**config.mk**
```make
export PLATFORM = sky130hd
export DESIGN_NAME = cell_mem_seq
export DESIGN_NICKNAME = d
export VERILOG_FILES = /design/src/rtl/cell_mem_seq.sv
export SDC_FILE = /design/constraint.sdc
export NUM_CORES = 1
export LEC_CHECK = 0
export BUFFER_PORTS_ARGS = -buffer_cell sky130_fd_sc_hd__buf_2
export CORE_MARGIN = 5
export CORE_UTILIZATION = 48
export DETAILED_ROUTE_END_ITERATION = 6
export PLACE_DENSITY = 0.76
export SYNTH_ARGS = -nofsm -noshare
export SYNTH_HDL_FRONTEND = slang
export SYNTH_SLANG_ARGS = --single-unit
```
**constraint.sdc**
```tcl
create_clock -name clk -period 17.75 [get_ports clk]
set_clock_uncertainty 0.05 [all_clocks]
set_input_delay 1.775 -clock clk [delete_from_list [all_inputs] [get_ports clk]]
set_output_delay 1.775 -clock clk [all_outputs]
set_load 0.02 [all_outputs]
```
**src/rtl/cell_mem_seq.sv**
```systemverilog
// rtl/cell_mem_seq.sv - LSTM cell-state memory sequencer: timestep-major forward writes,
// reverse-timestep (c_t, c_{t-1}) replay through a 2-entry valid/ready output buffer.
module cell_mem_seq #(
    parameter int WIDTH      = 32,
    parameter int NUM        = 53,
    parameter int TIMESTEP   = 8,
    parameter int ADDR_WIDTH = 12,
    localparam int T_W = (TIMESTEP > 1) ? $clog2(TIMESTEP) : 1,
    localparam int N_W = (NUM > 1) ? $clog2(NUM) : 1
) (
    input  logic                  clk,
    input  logic                  rst,
    input  logic                  i_valid,
    input  logic [WIDTH-1:0]      i_data,
    output logic                  i_ready,
    input  logic                  bwd_start,
    output logic                  mem_wr_a,
    output logic [ADDR_WIDTH-1:0] mem_addr_a,
    output logic [ADDR_WIDTH-1:0] mem_addr_b,
    output logic [WIDTH-1:0]      mem_i_a,
    input  logic [WIDTH-1:0]      mem_o_a,
    input  logic [WIDTH-1:0]      mem_o_b,
    output logic                  o_valid,
    input  logic                  o_ready,
    output logic [WIDTH-1:0]      o_ct,
    output logic [WIDTH-1:0]      o_ct_prev,
    output logic [T_W-1:0]        o_t,
    output logic [N_W-1:0]        o_n,
    output logic                  fwd_done,
    output logic                  bwd_done
);

    typedef enum logic [1:0] {S_FWD, S_FULL, S_BWD} state_t;

    localparam logic [ADDR_WIDTH-1:0] LAST_ADDR = ADDR_WIDTH'(NUM * TIMESTEP - 1);
    localparam logic [ADDR_WIDTH-1:0] NUM_A     = ADDR_WIDTH'(NUM);
    localparam logic [ADDR_WIDTH-1:0] TOP_BASE  = ADDR_WIDTH'((TIMESTEP - 1) * NUM);
    localparam logic [T_W-1:0]        T_LAST    = T_W'(TIMESTEP - 1);
    localparam logic [N_W-1:0]        N_LAST    = N_W'(NUM - 1);

    state_t                r_state;
    state_t                w_state_nxt;
    logic [ADDR_WIDTH-1:0] r_wcnt;
    logic                  r_fwd_done;
    logic                  r_bwd_done;

    // Read issue counters; r_base tracks r_rt*NUM so no multiplier is needed.
    logic [T_W-1:0]        r_rt;
    logic [N_W-1:0]        r_rn;
    logic [ADDR_WIDTH-1:0] r_base;
    logic                  r_issue_done;

    logic                  r_inflight;
    logic [T_W-1:0]        r_inf_t;
    logic [N_W-1:0]        r_inf_n;

    logic [WIDTH-1:0]      r_buf_ct   [2];
    logic [WIDTH-1:0]      r_buf_prev [2];
    logic [T_W-1:0]        r_buf_t    [2];
    logic [N_W-1:0]        r_buf_n    [2];
    logic                  r_rd_ptr;
    logic                  r_wr_ptr;
    logic [1:0]            r_count;

    logic                  w_wr;
    logic                  w_last_wr;
    logic                  w_valid;
    logic                  w_pop;
    logic                  w_push;
    logic [2:0]            w_occ;
    logic                  w_issue;
    logic                  w_last_issue;
    logic                  w_last_pop;
    logic                  w_start;

    always_comb begin
        w_wr         = (r_state == S_FWD) && i_valid;
        w_last_wr    = w_wr && (r_wcnt == LAST_ADDR);
        w_valid      = (r_count != 2'd0);
        w_pop        = w_valid && o_ready;
        w_push       = r_inflight;
        // Occupancy after this cycle's pop; a read is only issued if its data is guaranteed a slot.
        w_occ        = 3'(r_count) + 3'(r_inflight) - 3'(w_pop);
        w_issue      = (r_state == S_BWD) && !r_issue_done && (w_occ < 3'd2);
        w_last_issue = w_issue && (r_rt == '0) && (r_rn == N_LAST);
        w_last_pop   = w_pop && (r_buf_t[r_rd_ptr] == '0) && (r_buf_n[r_rd_ptr] == N_LAST);
        w_start      = (r_state == S_FULL) && bwd_start;
    end

    always_comb begin
        w_state_nxt = r_state;
        case (r_state)
            S_FWD:   if (w_last_wr)  w_state_nxt = S_FULL;
            S_FULL:  if (w_start)    w_state_nxt = S_BWD;
            S_BWD:   if (w_last_pop) w_state_nxt = S_FWD;
            default: w_state_nxt = S_FWD;
        endcase
    end

    always_comb begin
        i_ready    = (r_state == S_FWD);
        mem_wr_a   = w_wr;
        mem_i_a    = i_data;
        mem_addr_b = r_base + ADDR_WIDTH'(r_rn);
        if (r_state == S_BWD) begin
            mem_addr_a = (r_rt != '0) ? (r_base - NUM_A + ADDR_WIDTH'(r_rn)) : '0;
        end else begin
            mem_addr_a = r_wcnt;
        end
        o_valid   = w_valid;
        o_ct      = w_valid ? r_buf_ct[r_rd_ptr]   : '0;
        o_ct_prev = w_valid ? r_buf_prev[r_rd_ptr] : '0;
        o_t       = w_valid ? r_buf_t[r_rd_ptr]    : '0;
        o_n       = w_valid ? r_buf_n[r_rd_ptr]    : '0;
        fwd_done  = r_fwd_done;
        bwd_done  = r_bwd_done;
    end

    always_ff @(posedge clk or posedge rst) begin
        if (rst) begin
            r_state      <= S_FWD;
            r_wcnt       <= '0;
            r_fwd_done   <= 1'b0;
            r_bwd_done   <= 1'b0;
            r_rt         <= '0;
            r_rn         <= '0;
            r_base       <= '0;
            r_issue_done <= 1'b0;
            r_inflight   <= 1'b0;
            r_inf_t      <= '0;
            r_inf_n      <= '0;
            r_rd_ptr     <= 1'b0;
            r_wr_ptr     <= 1'b0;
            r_count      <= 2'd0;
            for (int i = 0; i < 2; i++) begin
                r_buf_ct[i]   <= '0;
                r_buf_prev[i] <= '0;
                r_buf_t[i]    <= '0;
                r_buf_n[i]    <= '0;
            end
        end else begin
            r_state    <= w_state_nxt;
            r_fwd_done <= w_last_wr;
            r_bwd_done <= w_last_pop;

            if (w_wr) begin
                r_wcnt <= w_last_wr ? '0 : r_wcnt + ADDR_WIDTH'(1);
            end

            if (w_start) begin
                r_rt         <= T_LAST;
                r_rn         <= '0;
                r_base       <= TOP_BASE;
                r_issue_done <= 1'b0;
            end else if (w_last_pop) begin
                r_rt         <= '0;
                r_rn         <= '0;
                r_base       <= '0;
                r_issue_done <= 1'b0;
            end else if (w_issue) begin
                if (w_last_issue) begin
                    r_issue_done <= 1'b1;
                end else if (r_rn == N_LAST) begin
                    r_rn   <= '0;
                    r_rt   <= r_rt - T_W'(1);
                    r_base <= r_base - NUM_A;
                end else begin
                    r_rn <= r_rn + N_W'(1);
                end
            end

            r_inflight <= w_issue;
            if (w_issue) begin
                r_inf_t <= r_rt;
                r_inf_n <= r_rn;
            end

            // Timestep 0 has no predecessor: its port-A read of address 0 is discarded.
            if (w_push) begin
                r_buf_ct[r_wr_ptr]   <= mem_o_b;
                r_buf_prev[r_wr_ptr] <= (r_inf_t == '0) ? '0 : mem_o_a;
                r_buf_t[r_wr_ptr]    <= r_inf_t;
                r_buf_n[r_wr_ptr]    <= r_inf_n;
                r_wr_ptr             <= ~r_wr_ptr;
            end
            if (w_pop) begin
                r_rd_ptr <= ~r_rd_ptr;
            end
            case ({w_push, w_pop})
                2'b10:   r_count <= r_count + 2'd1;
                2'b01:   r_count <= r_count - 2'd1;
                default: r_count <= r_count;
            endcase
        end
    end

endmodule

```
==> results of run 1 <==
## area by class of cell
type                       count  share of cell area, %
clock buffer                  17                   3.63
clock inverter                15                   1.99
multi-input combinational    716                   40.6
timing repair buffer         177                   7.72
tap                          275                   2.94
inverter                      22                  0.780
sequential                   198                   42.4
## cell families after synthesis
family / after synthesis
compound gates: 150
fa+ha+maj: 22
mux: 159
xor+xnor: 47
flops: 198
buf+inv: 115
simple gates: 338
## worst min-delay path, delay by kind of cell, from the launching register on
kind,cells,cell delay [ns]
AND/OR/NAND/NOR,1,0.05
AO/OA/AOI/OAI,1,0.06
flip-flops,1,0.34
## state kept, by name, indices dropped and copies added (netlist names), 2 cells and up
register    cells
r_inf_n         6
r_buf_t         6
r_state         2
r_buf_prev     64
r_base         12
r_count         2
r_rt            3
r_rn            6
r_buf_n        12
r_inf_t         3
r_wcnt         12
r_buf_ct       64
## how the worst max path moves through the flow
| stage | start | to | cells past startpoint |
|---|---|---|---|
| 5_1_grt | r_base[0]$_DFFE_PP0P_ | mem_addr_a[10] | 13 |
| 3_5_place_dp | o_ready | r_base[9]$_DFFE_PP0P_ | 12 |
| 6_report | r_base[0]$_DFFE_PP0P_ | mem_addr_a[10] | 13 |
| 3_3_place_gp | o_ready | r_base[9]$_DFFE_PP0P_ | 12 |
| 2_1_floorplan | rst | bwd_done$_DFF_PP0_ | 1 |
| 4_1_cts | r_base[0]$_DFFE_PP0P_ | mem_addr_a[10] | 13 |
## cell usage in the layout, fill, tap and decap left out, drive strengths merged, types with 17 or more instances in the layout
master / instances
a21oi: 22
buf: 177
clkbuf: 17
dfrtp: 198
ha: 19
inv: 29
mux2: 83
mux2i: 76
nand2: 147
nor2: 115
o21ai: 101
xnor2: 30
xor2: 17
## per-layer routing
metal	GRT usage [%]	share of wire (%)	up-vias	wire [um]
li1	-	-	3662	-
met1	24.9	45	3681	10200
met2	31.4	48	219	10900
met3	3.91	6.3	19	1430
met4	4.05	1.0	0	228
met5	0	0	-	0
## power by group through the flow
stage / clock (mW) / sequential [mW] / combinational, mW
detailed placement: 0 / 0.775 / 0.881
global placement: 0 / 0.763 / 0.864
CTS: 0.437 / 0.766 / 0.886
finish: 0.427 / 0.767 / 0.873
global route: 0.456 / 0.793 / 0.960
floorplan: 0 / 0.720 / 0.690
==> metrics.txt, run 1 <==
crit path max fanout 5; largest net degree at the start of global routing between 100 and 150; synthesized-area fraction occupied by and/or/nand/nor cells ~14%; share of total power in the clock network 20.7%; core area 21000 um^2; Max Root-Sink Buffers 2; final hold viol count 0; Remaining Overflow, GRT 0; Placed Area between 10000 and 15000 um^2; count of cells along the worst register-to-register path 11; switching power 0.830 mW; R2R Path Start r_count[1]$_DFFE_PP0P_; instance count after placement with tap cells included 1388; Compound-Gate Fraction of Synth Area 8.17%; vias in the first global route 7528; Clock Sinks ~200; quantity of I/O buffers inserted on ports 170; delay contributed by the slowest stage of the critical path roughly 0.44 ns; Finished Core Util roughly 56%; buffers inserted by post-CTS timing repair 0; total count of max-transition violations in the final report 0; post-route worst hold slack 0.431 ns; proportion of synthesized area in mux cells 16.5%; detailed-route via count between 7000 and 8000; Non-Filler Cell Area, Final around 12000 um^2; area of the multi-input gates 4750 um^2; dominant combinational cell family by area after synthesis multiplexers; hold_sp r_buf_prev[9]$_DFFE_PP0P_; HPWL reported at the end of detailed placement between 15 and 20 mm; run status finished clean; sequential-to-total area share from yosys stat about 48%; clock tree from TritonCTS yes; starting density of the core ~49%; signal arrival time at the worst endpoint about 3.3 ns; Worst path slowest cell sky130_fd_sc_hd__dfrtp_1; Syn. warnings 0; classification of the worst-slack hold path reg2reg; number of distinct library cell variants in the gate-level netlist after synthesis 53; maximum level of the CTS H-tree 4; slew at the pin closest to its max-slew limit 1.02 ns; all-layer global routing usage ~19%; clock latency on the worst-skew pair about 0.43 ns; cell at the root of the clock tree sky130_fd_sc_hd__clkbuf_16; sink of the worst hold path r_buf_prev[9]$_DFFE_PP0P_; DRC violations left 0; ordered cell list for the critical path inv_1 -> ha_1 -> nor2b_1 -> nor2_1 -> xnor2_1 -> ha_1 -> o21ai_0 -> a21oi_1 -> o21ai_0 -> a21oi_1 -> and3_1 -> o31ai_1 -> buf_2; clock-pin slew of the registers on the worst-case setup and hold paths roughly 0.08 ns; number of iterations in the first detailed-routing pass 5; worst ir drop on vdd just under 0.09 mV; largest cells by area after synthesis sky130_fd_sc_hd__dfrtp_1 48%, sky130_fd_sc_hd__mux2_2 9.1%, sky130_fd_sc_hd__mux2i_1 7.4%, sky130_fd_sc_hd__nand2_1 5.4%, sky130_fd_sc_hd__o21ai_0 4.7%; post-layout power 2.07 mW; share of the synthesized area in the top cell type 48.3%; gate count after technology mapping 1029; hold-fix buffer count after cts 0; Buf/Inv on CP 2; maximum operating frequency about 0.20 GHz; cell with the most instances after synthesis sky130_fd_sc_hd__dfrtp_1; global-route wire length before repair about 37 mm; routability-driven placement congestion ratio 0.871; Primary FF master, synth sky130_fd_sc_hd__dfrtp_1; wire length per cell after detailed routing about 16 um; total wirelength of the detailed-routed design approximately 23 mm; Required @ worst endpoint around 16 ns; Max-slew headroom a little under a third; diodes inserted 0; flip-flop and latch count after synthesis a little under 200; Die Y roughly 160 um; minimum setup slack in the final design between 10 and 15 ns; setup repair after global routing missed its margin false; crit path capture type output pin; share of flip-flops with an asynchronous set or reset 100%; static power due to leakage between 5 and 6 nW; synthesized-area fraction occupied by xor and xnor cells 4.01%; combinational group share of total power a little over two fifths; worst hold path depth 2; post-cts gate resize count 0; arithmetic-cell share of the synthesized area counting full adders, half adders and majority gates around 2.9%; I/O Pins around 240; Setup crit start kind flop; Internal around 1.2 mW; sequential cell fraction of total power 37.1%; initial antenna violation count 0; number of DRC markers after the initial detailed-route iteration 453; number of enable flip-flop cells after synthesis 0; Fillers ~1800; layout net count about 1300; number of rows in the core area between 50 and 60; Setup Viol. Count Final 0; x dimension of the die 156 um; cell type with the highest aggregate area in the netlist sky130_fd_sc_hd__dfrtp_1; Post-Synthesis Net Count 1152; register-to-register setup slack 14.06 ns; ratio of routed vias to standard cells around 5.3; overall die area roughly 24000 um^2; footprint of the flip-flops and latches between 4000 and 5000 um^2; switching share of power 40.2%; setup tns final 0 ns; Power Density about 180 nW/um^2; fraction of final layout cells sized beyond drive strength 1 approximately a quarter; worst slack at placement ~13 ns; CP delay by family, top compound AO/OA/AOI/OAI gates; Synth Cell Area 10300 um^2; post-route antenna net violation count 0; Min Clock Period, post-route 5.12 ns; reg2reg end r_base[9]$_DFFE_PP0P_; synthesized area per cell 9.97 um^2; layout overhead on the synthesized area 14.1%; classification of the worst setup path reg2out; number of standard cells in the layout, taps in and fillers out between 1000 and 1500; top cell types by occurrence after synthesis 198 x sky130_fd_sc_hd__dfrtp_1, 147 x sky130_fd_sc_hd__nand2_1, 115 x sky130_fd_sc_hd__nor2_1; period utilisation layout 28.8%; number of buffers created by CTS 17; Max Cap Violations 0
Note: power is estimated with default switching activity, not from simulation.
==> run 2, diff against run 1 <==
- ABC_AREA: default -> 1
- PLACE_DENSITY: 0.76 -> 0.79
- clock period: 17.75 -> 4.7 ns (I/O delays scaled with it)
==> run 2 against run 1 <==
  * Sequential power grew to 3.7 times the previous value
  * Worst hold slack worse by 0.23 ns
  * First-iteration DRC count is 51% higher
  * Register-to-register slack worse by 12 ns
  * Critical path depth grew 3
  * Core utilization decreased by 0.17 points
  * Clock power rose to 3.5 times the previous value
==> metrics.txt, run 2 <==
maximum level of the CTS H-tree 4 (unchanged); Setup Viol. Count Final 0 (unchanged); slew at the pin closest to its max-slew limit 1.11 ns (was 1.02 ns); number of iterations in the first detailed-routing pass 5 (unchanged); crit path max fanout 6 (was 5); sequential cell fraction of total power 35.5% (was 37.1%); share of flip-flops with an asynchronous set or reset 100% (unchanged); routability-driven placement congestion ratio 0.906 (was 0.871); all-layer global routing usage 20.2% (was 18.6%); share of the synthesized area in the top cell type 48.3% (about the same); Placed Area 11000 um^2 (about the same); buffers inserted by post-CTS timing repair 0 (unchanged); quantity of I/O buffers inserted on ports 170 (unchanged); Internal 4.34 mW (was 1.24 mW); clock latency on the worst-skew pair 0.43 ns (about the same); crit path capture type output pin (unchanged); most frequent cells in the layout 428 x sky130_fd_sc_hd__nand2_1, 197 x sky130_fd_sc_hd__dfrtp_1, 176 x sky130_fd_sc_hd__o21ai_0, 170 x sky130_fd_sc_hd__buf_2, 114 x sky130_fd_sc_hd__inv_1 (was 197 x sky130_fd_sc_hd__dfrtp_1, 170 x sky130_fd_sc_hd__buf_2, 146 x sky130_fd_sc_hd__nand2_1, 114 x sky130_fd_sc_hd__nor2_1, 97 x sky130_fd_sc_hd__o21ai_0); Worst path slowest cell sky130_fd_sc_hd__dfrtp_1 (unchanged); period utilisation layout between 70% and 80%; Buf/Inv on CP 4 (was 2); Worst path depth 16 (was 13); core area 21000 um^2 (unchanged); Max Cap Violations 0 (unchanged); classification of the worst-slack hold path in2reg (was reg2reg); Primary FF master, synth sky130_fd_sc_hd__dfrtp_1 (unchanged); worst hold path depth 2 (unchanged); global-route wire length before repair 41.1 mm (was 37.2 mm); Non-Filler Cell Area, Final 11700 um^2 (about the same); signal arrival time at the worst endpoint 2.99 ns (was 3.29 ns); biggest registers after layout r_buf_ct: 64 flops, r_buf_prev: 64 flops (unchanged); number of distinct library cell variants in the gate-level netlist after synthesis 47 (was 53); classification of the worst setup path reg2out (unchanged); CP delay by family, top simple AND/OR/NAND/NOR gates (was compound AO/OA/AOI/OAI gates); HPWL reported at the end of detailed placement 16.1 mm (was 15.6 mm); Min Clock Period, post-route approximately 3.5 ns; switching power 3.72 mW (was 0.830 mW); largest cells by area after synthesis sky130_fd_sc_hd__dfrtp_1 48%, sky130_fd_sc_hd__nand2_1 16%, sky130_fd_sc_hd__o21ai_0 8.6%, sky130_fd_sc_hd__a21oi_1 4.2%, sky130_fd_sc_hd__inv_1 4.2% (was sky130_fd_sc_hd__dfrtp_1 48%, sky130_fd_sc_hd__mux2_2 9.1%, sky130_fd_sc_hd__mux2i_1 7.4%, sky130_fd_sc_hd__nand2_1 5.4%, sky130_fd_sc_hd__o21ai_0 4.7%); maximum operating frequency approximately 0.29 GHz; Synth Cell Area 10300 um^2 (about the same); fraction of final layout cells sized beyond drive strength 1 17.7% (was 26.6%); Setup crit start kind flop (unchanged); hold-fix buffer count after cts 0 (unchanged); worst ir drop on vdd 0.365 mV (was 0.0876 mV); number of rows in the core area 53 (unchanged); final hold viol count 0 (unchanged); ordered cell list for the critical path inv_1 -> ha_1 -> inv_1 -> nand2_1 -> nand2_1 -> xor2_1 -> ha_1 -> nand2_1 -> nor4_1 -> o21ai_0 -> inv_1 -> nand2_1 -> nand2_1 -> nand3_1 -> o21ai_0 -> buf_2 (was inv_1 -> ha_1 -> nor2b_1 -> nor2_1 -> xnor2_1 -> ha_1 -> o21ai_0 -> a21oi_1 -> o21ai_0 -> a21oi_1 -> and3_1 -> o31ai_1 -> buf_2); Clock Sinks 198 (unchanged); run status finished clean (unchanged); Power Density 690 nW/um^2 (was 177 nW/um^2); post-cts gate resize count 0 (unchanged); DRC violations left 0 (unchanged); flip-flop and latch count after synthesis 198 (unchanged); Die Y 156 um (about the same); clock-pin slew of the registers on the worst-case setup and hold paths 0.08 ns (about the same); combinational group share of total power 46.0% (was 42.2%); layout net count 1532 (was 1255); cell with the most instances after synthesis sky130_fd_sc_hd__nand2_1 (was sky130_fd_sc_hd__dfrtp_1); clock tree from TritonCTS yes (unchanged); Syn. warnings 0 (unchanged); vias in the first global route 8480 (was 7528); cell type with the highest aggregate area in the netlist sky130_fd_sc_hd__dfrtp_1 (unchanged); number of buffers created by CTS 17 (unchanged); cell at the root of the clock tree sky130_fd_sc_hd__clkbuf_16 (unchanged); Max Root-Sink Buffers 2 (unchanged); detailed-route via count 8950 (was 7581); post-route worst hold slack 0.200 ns (was 0.431 ns); number of enable flip-flop cells after synthesis 0 (unchanged); layout overhead on the synthesized area 13.6% (was 14.1%); starting density of the core 48.8% (about the same); Remaining Overflow, GRT 0 (unchanged); Post-Synthesis Net Count 1429 (was 1152); largest net degree at the start of global routing 199 (was 118); commonest non-fill, non-tap cell in the layout sky130_fd_sc_hd__nand2_1 (was sky130_fd_sc_hd__dfrtp_1); static power due to leakage 6.08 nW (was 5.79 nW); synthesized area per cell 7.86 um^2 (was 9.97 um^2); overall die area 24400 um^2 (about the same); ratio of routed vias to standard cells 5.27 (was 5.34); post-route antenna net violation count 0 (unchanged); Max-slew headroom 25.9% (was 32.0%); gate count after technology mapping 1306 (was 1029); total count of max-transition violations in the final report 0 (unchanged); Required @ worst endpoint 4.18 ns (was 15.93 ns); x dimension of the die 156 um (about the same); post-layout power 8.06 mW (was 2.07 mW); I/O Pins 235 (unchanged); wire length per cell after detailed routing 14.5 um (was 16.1 um); delay contributed by the slowest stage of the critical path 0.41 ns (was 0.44 ns); top cell types by occurrence after synthesis 429 x sky130_fd_sc_hd__nand2_1, 198 x sky130_fd_sc_hd__dfrtp_1, 176 x sky130_fd_sc_hd__o21ai_0 (was 198 x sky130_fd_sc_hd__dfrtp_1, 147 x sky130_fd_sc_hd__nand2_1, 115 x sky130_fd_sc_hd__nor2_1); initial antenna violation count 2 (was 0); total wirelength of the detailed-routed design 24.6 mm (was 22.8 mm); number of DRC markers after the initial detailed-route iteration 686 (was 453); switching share of power 46.2% (was 40.2%); setup repair after global routing missed its margin false (unchanged); cell repeated most along the worst path sky130_fd_sc_hd__nand2_1; setup tns final 0 ns (unchanged); sequential-to-total area share from yosys stat 48.3% (about the same); share of total power in the clock network 18.5% (was 20.7%); count of cells along the worst register-to-register path 16 (was 11)
-- run 2: layout make-up --
type / instances / area [um^2]
multi-input combinational: 891 / 4360
timing repair buffer: 177 / 916
clock buffer: 17 / 425
antenna: 1 / 2.50
tap: 275 / 344
inverter: 124 / 472
fill: 1929 / 9350
clock inverter: 15 / 195
sequential: 198 / 4960
-- run 2: worst paths after layout --
path                                   startpoint                      end  slack (ns)
max                         r_base[0]$_DFFE_PP0P_           mem_addr_a[10]        1.19
min                                     bwd_start   r_state[0]$_DFFE_PP0P_        0.20
max in group asynchronous                     rst     r_rd_ptr$_DFFE_PP0P_        3.43
max reg2reg                r_count[1]$_DFFE_PP0P_      r_rt[0]$_DFFE_PP0P_        1.62
min reg2reg                r_buf_n[7]$_DFFE_PP0P_   r_buf_n[7]$_DFFE_PP0P_        0.43
min in group asynchronous                     rst  r_buf_ct[2]$_DFFE_PP0P_        0.26
-- run 2: routing by layer --
layer / wire length, um / track usage (%) / vias up
li1: - / - / 4366
met1: 10900 / 28.2 / 4252
met2: 11800 / 32.8 / 295
met3: 1570 / 3.62 / 35
met4: 362 / 5.25 / 2
met5: 11 / 0 / -
-- run 2: per-stage QoR --
stage / setup slack [ns] / cells / utilization [%]
after floorplan: 1.62 / 1306 / -
after global placement: 1.72 / 1665 / 52.6
after detailed placement: 1.64 / 1665 / 52.6
after CTS: 1.17 / 1697 / 55.5
after global routing: 0.783 / 1698 / 55.5
final: 1.19 / 1698 / 55.5
-- run 2: cell families (layout without fill, tap and decap cells) --
kind of cell,Yosys count,count (layout),share of synthesized area (%)
flops,198,198,48.3
other cells,0,1,0
buf+inv,217,333,9.39
xor+xnor,23,23,1.96
compound gates,301,301,15.6
simple gates,545,545,21.9
fa+ha+maj,22,22,2.90
-- run 2: power groups by stage --
stage / clock network [mW] / logic, mW / registers [mW]
2_1_floorplan: 0 / 2.71 / 2.77
3_3_place_gp: 0 / 3.65 / 2.85
3_5_place_dp: 0 / 3.72 / 2.88
4_1_cts: 1.52 / 3.75 / 2.85
5_1_grt: 1.59 / 4.17 / 2.95
6_report: 1.49 / 3.70 / 2.86
==> run 3, diff against run 2 <==
- clock period: 4.7 -> 3.2 ns (I/O delays scaled with it)
==> run 3 against run 2 <==
  * First-iteration DRC count rose by 2.8%
  * Sequential share of layout area decreased by 1.2 points
  * Via count increased by 0.26%
  * Combinational power increased by 52%
  * Count of clock-buffer cells in the layout unchanged
  * Global-route usage up 0.19 points
  * Largest cell class unchanged
  * The flow now finishes with violations (negative hold slack)
  * Critical endpoint unchanged
  * Core utilization up 1.6 points
==> metrics.txt, run 3 (synthesis gave the netlist of run 2 again) <==
run status finished with violations (was finished clean); violations in the final reports negative hold slack; delay contributed by the slowest stage of the critical path 0.43 ns (was 0.41 ns); layout net count 1551 (was 1532); Power Density 1010 nW/um^2 (was 690 nW/um^2); vias in the first global route 8558 (was 8480); signal arrival time at the worst endpoint 2.69 ns (was 2.99 ns); DRC violations left 0 (unchanged); worst slack at placement 0.0779 ns (was 1.64 ns); Die Y 156 um (unchanged); reg2reg end r_base[4]$_DFFE_PP0P_ (was r_rt[0]$_DFFE_PP0P_); Max-slew headroom 51.1% (was 25.9%); ratio of routed vias to standard cells 5.23 (was 5.27); post-route worst hold slack -0.0284 ns (was 0.200 ns); hold-fix buffer count after cts 0 (unchanged); Fillers 1860 (was 1929); ordered cell list for the critical path inv_2 -> ha_4 -> inv_2 -> nand2_2 -> nand2_2 -> xor2_2 -> ha_4 -> nand2_4 -> nor4_4 -> o21ai_2 -> inv_2 -> nand3_1 -> nand3_1 -> o21ai_1 -> buf_4 (was inv_1 -> ha_1 -> inv_1 -> nand2_1 -> nand2_1 -> xor2_1 -> ha_1 -> nand2_1 -> nor4_1 -> o21ai_0 -> inv_1 -> nand2_1 -> nand2_1 -> nand3_1 -> o21ai_0 -> buf_2); crit path max fanout 5 (was 6); cell at the root of the clock tree sky130_fd_sc_hd__clkbuf_16 (unchanged); global-route wire length before repair 41.4 mm (was 41.1 mm); Setup Viol. Count Final 0 (unchanged); setup tns final 0 ns (unchanged); instance count after placement with tap cells included 1671 (was 1665); cell repeated most along the worst path sky130_fd_sc_hd__inv_2 (was sky130_fd_sc_hd__nand2_1); clock-pin slew of the registers on the worst-case setup and hold paths 0.08 ns (about the same); Max Root-Sink Buffers 2 (unchanged); biggest registers after layout r_buf_ct: 64 flops, r_buf_prev: 64 flops (unchanged); Non-Filler Cell Area, Final 12000 um^2 (was 11700 um^2); number of rows in the core area 53 (unchanged); initial antenna violation count 2 (unchanged); period utilisation layout 95.6%; final hold viol count 18 (was 0); Met2 Routed Length 12.3 mm (was 11.8 mm); register-to-register setup slack 0.30 ns (was 1.62 ns); count of cells along the worst register-to-register path 16 (unchanged); x dimension of the die 156 um (unchanged); Clock Sinks 198 (unchanged); Placed Area 11100 um^2 (was 11000 um^2); crit path capture type output pin (unchanged); total routed wire length on the met1 layer 11.2 mm (was 10.9 mm); Required @ worst endpoint 2.83 ns (was 4.18 ns); slew at the pin closest to its max-slew limit 0.734 ns (was 1.11 ns); Remaining Overflow, GRT 0 (unchanged); post-route antenna net violation count 0 (unchanged); Worst path depth 15 (was 16); CP delay by family, top simple AND/OR/NAND/NOR gates (unchanged); detailed-route via count 8973 (was 8950); highest routed layer met5 (unchanged); setup repair after global routing missed its margin true (was false); classification of the worst-slack hold path in2async (was in2reg); Worst path slowest cell sky130_fd_sc_hd__dfrtp_1 (unchanged); minimum setup slack in the final design 0.141 ns (was 1.19 ns); classification of the worst setup path reg2out (unchanged); all-layer global routing usage 20.4% (was 20.2%); core area 21000 um^2 (unchanged); met3 wire length 1.74 mm (was 1.57 mm); footprint of the flip-flops and latches 4960 um^2 (about the same); maximum operating frequency around 0.33 GHz; CP startpoint r_base[0]$_DFFE_PP0P_ (unchanged); number of buffers created by CTS 17 (unchanged); HPWL reported at the end of detailed placement 17.0 mm (was 16.1 mm); routability-driven placement congestion ratio 0.889 (was 0.906); starting density of the core 48.8% (unchanged); R2R Path Start r_count[1]$_DFFE_PP0P_ (unchanged); largest net degree at the start of global routing 88 (was 199); quantity of I/O buffers inserted on ports 170 (unchanged); I/O Pins 235 (unchanged); post-layout power 12.1 mW (was 8.06 mW); Buf/Inv on CP 4 (unchanged); number of iterations in the first detailed-routing pass 6 (was 5); worst ir drop on vdd 0.504 mV (was 0.365 mV); commonest non-fill, non-tap cell in the layout sky130_fd_sc_hd__nand2_1 (unchanged); overall die area 24400 um^2 (unchanged); area of the multi-input gates 4500 um^2 (was 4360 um^2); clock latency on the worst-skew pair 0.44 ns (was 0.43 ns); Finished Core Util 57.2% (was 55.5%); static power due to leakage 6.21 nW (was 6.08 nW); fraction of final layout cells sized beyond drive strength 1 20.5% (was 17.7%); Min Clock Period, post-route approximately 3 ns; most frequent cells in the layout 423 x sky130_fd_sc_hd__nand2_1, 196 x sky130_fd_sc_hd__dfrtp_1, 172 x sky130_fd_sc_hd__o21ai_0, 167 x sky130_fd_sc_hd__buf_2, 109 x sky130_fd_sc_hd__inv_1 (was 428 x sky130_fd_sc_hd__nand2_1, 197 x sky130_fd_sc_hd__dfrtp_1, 176 x sky130_fd_sc_hd__o21ai_0, 170 x sky130_fd_sc_hd__buf_2, 114 x sky130_fd_sc_hd__inv_1); clock tree from TritonCTS yes (unchanged); wire length per cell after detailed routing 14.9 um (was 14.5 um); total count of max-transition violations in the final report 0 (unchanged); Max Cap Violations 0 (unchanged); maximum level of the CTS H-tree 4 (unchanged); layout overhead on the synthesized area 17.0% (was 13.6%); Setup crit start kind flop (unchanged); number of DRC markers after the initial detailed-route iteration 705 (was 686); number of standard cells in the layout, taps in and fillers out 1717 (was 1698); total wirelength of the detailed-routed design 25.6 mm (was 24.6 mm)
run 3: worst max path at each step:
stage | end | slack [ns]
2_1_floorplan | bwd_done$_DFF_PP0_ | 0.27
3_3_place_gp | r_base[8]$_DFFE_PP0P_ | 0.23
3_5_place_dp | r_rt[2]$_DFFE_PP0P_ | 0.08
4_1_cts | mem_addr_a[10] | -0.001
5_1_grt | mem_addr_a[10] | -0.05
6_report | mem_addr_a[10] | 0.14
run 3: power breakdown:
part           switching (mW)  internal [mW]
clock                    1.10           1.16
combinational            3.75           1.89
sequential              0.700           3.56
total                    5.55           6.60
run 3: cell type report:
type / count / area share (%)
clock inverters: 15 / 1.75
repair buffers: 195 / 9.15
inverters: 124 / 3.93
flip-flops and latches: 198 / 41.3
clock buffers: 17 / 3.54
multi-input cells: 892 / 37.5
well taps: 275 / 2.86
diodes: 1 / 0.0208
run 3: worst min-delay path, cell delays in order:
cell                         delay [ns]
sky130_fd_sc_hd__buf_2             0.11
sky130_fd_sc_hd__clkinvlp_4        0.09
sky130_fd_sc_hd__buf_12            0.36
run 3: routing by layer:
metal / track usage (%) / vias to the layer above
met5: 0 / -
met4: 5.12 / 2
li1: - / 4411
met3: 3.87 / 34
met2: 33.6 / 310
met1: 28.0 / 4216
run 3: timing repair:
action,4_1_cts,5_1_grt
gates cloned,0,1
buffers inserted,1,11
pin swaps,1,10
gates resized for setup,8,33
endpoints found under the setup margin,6,29
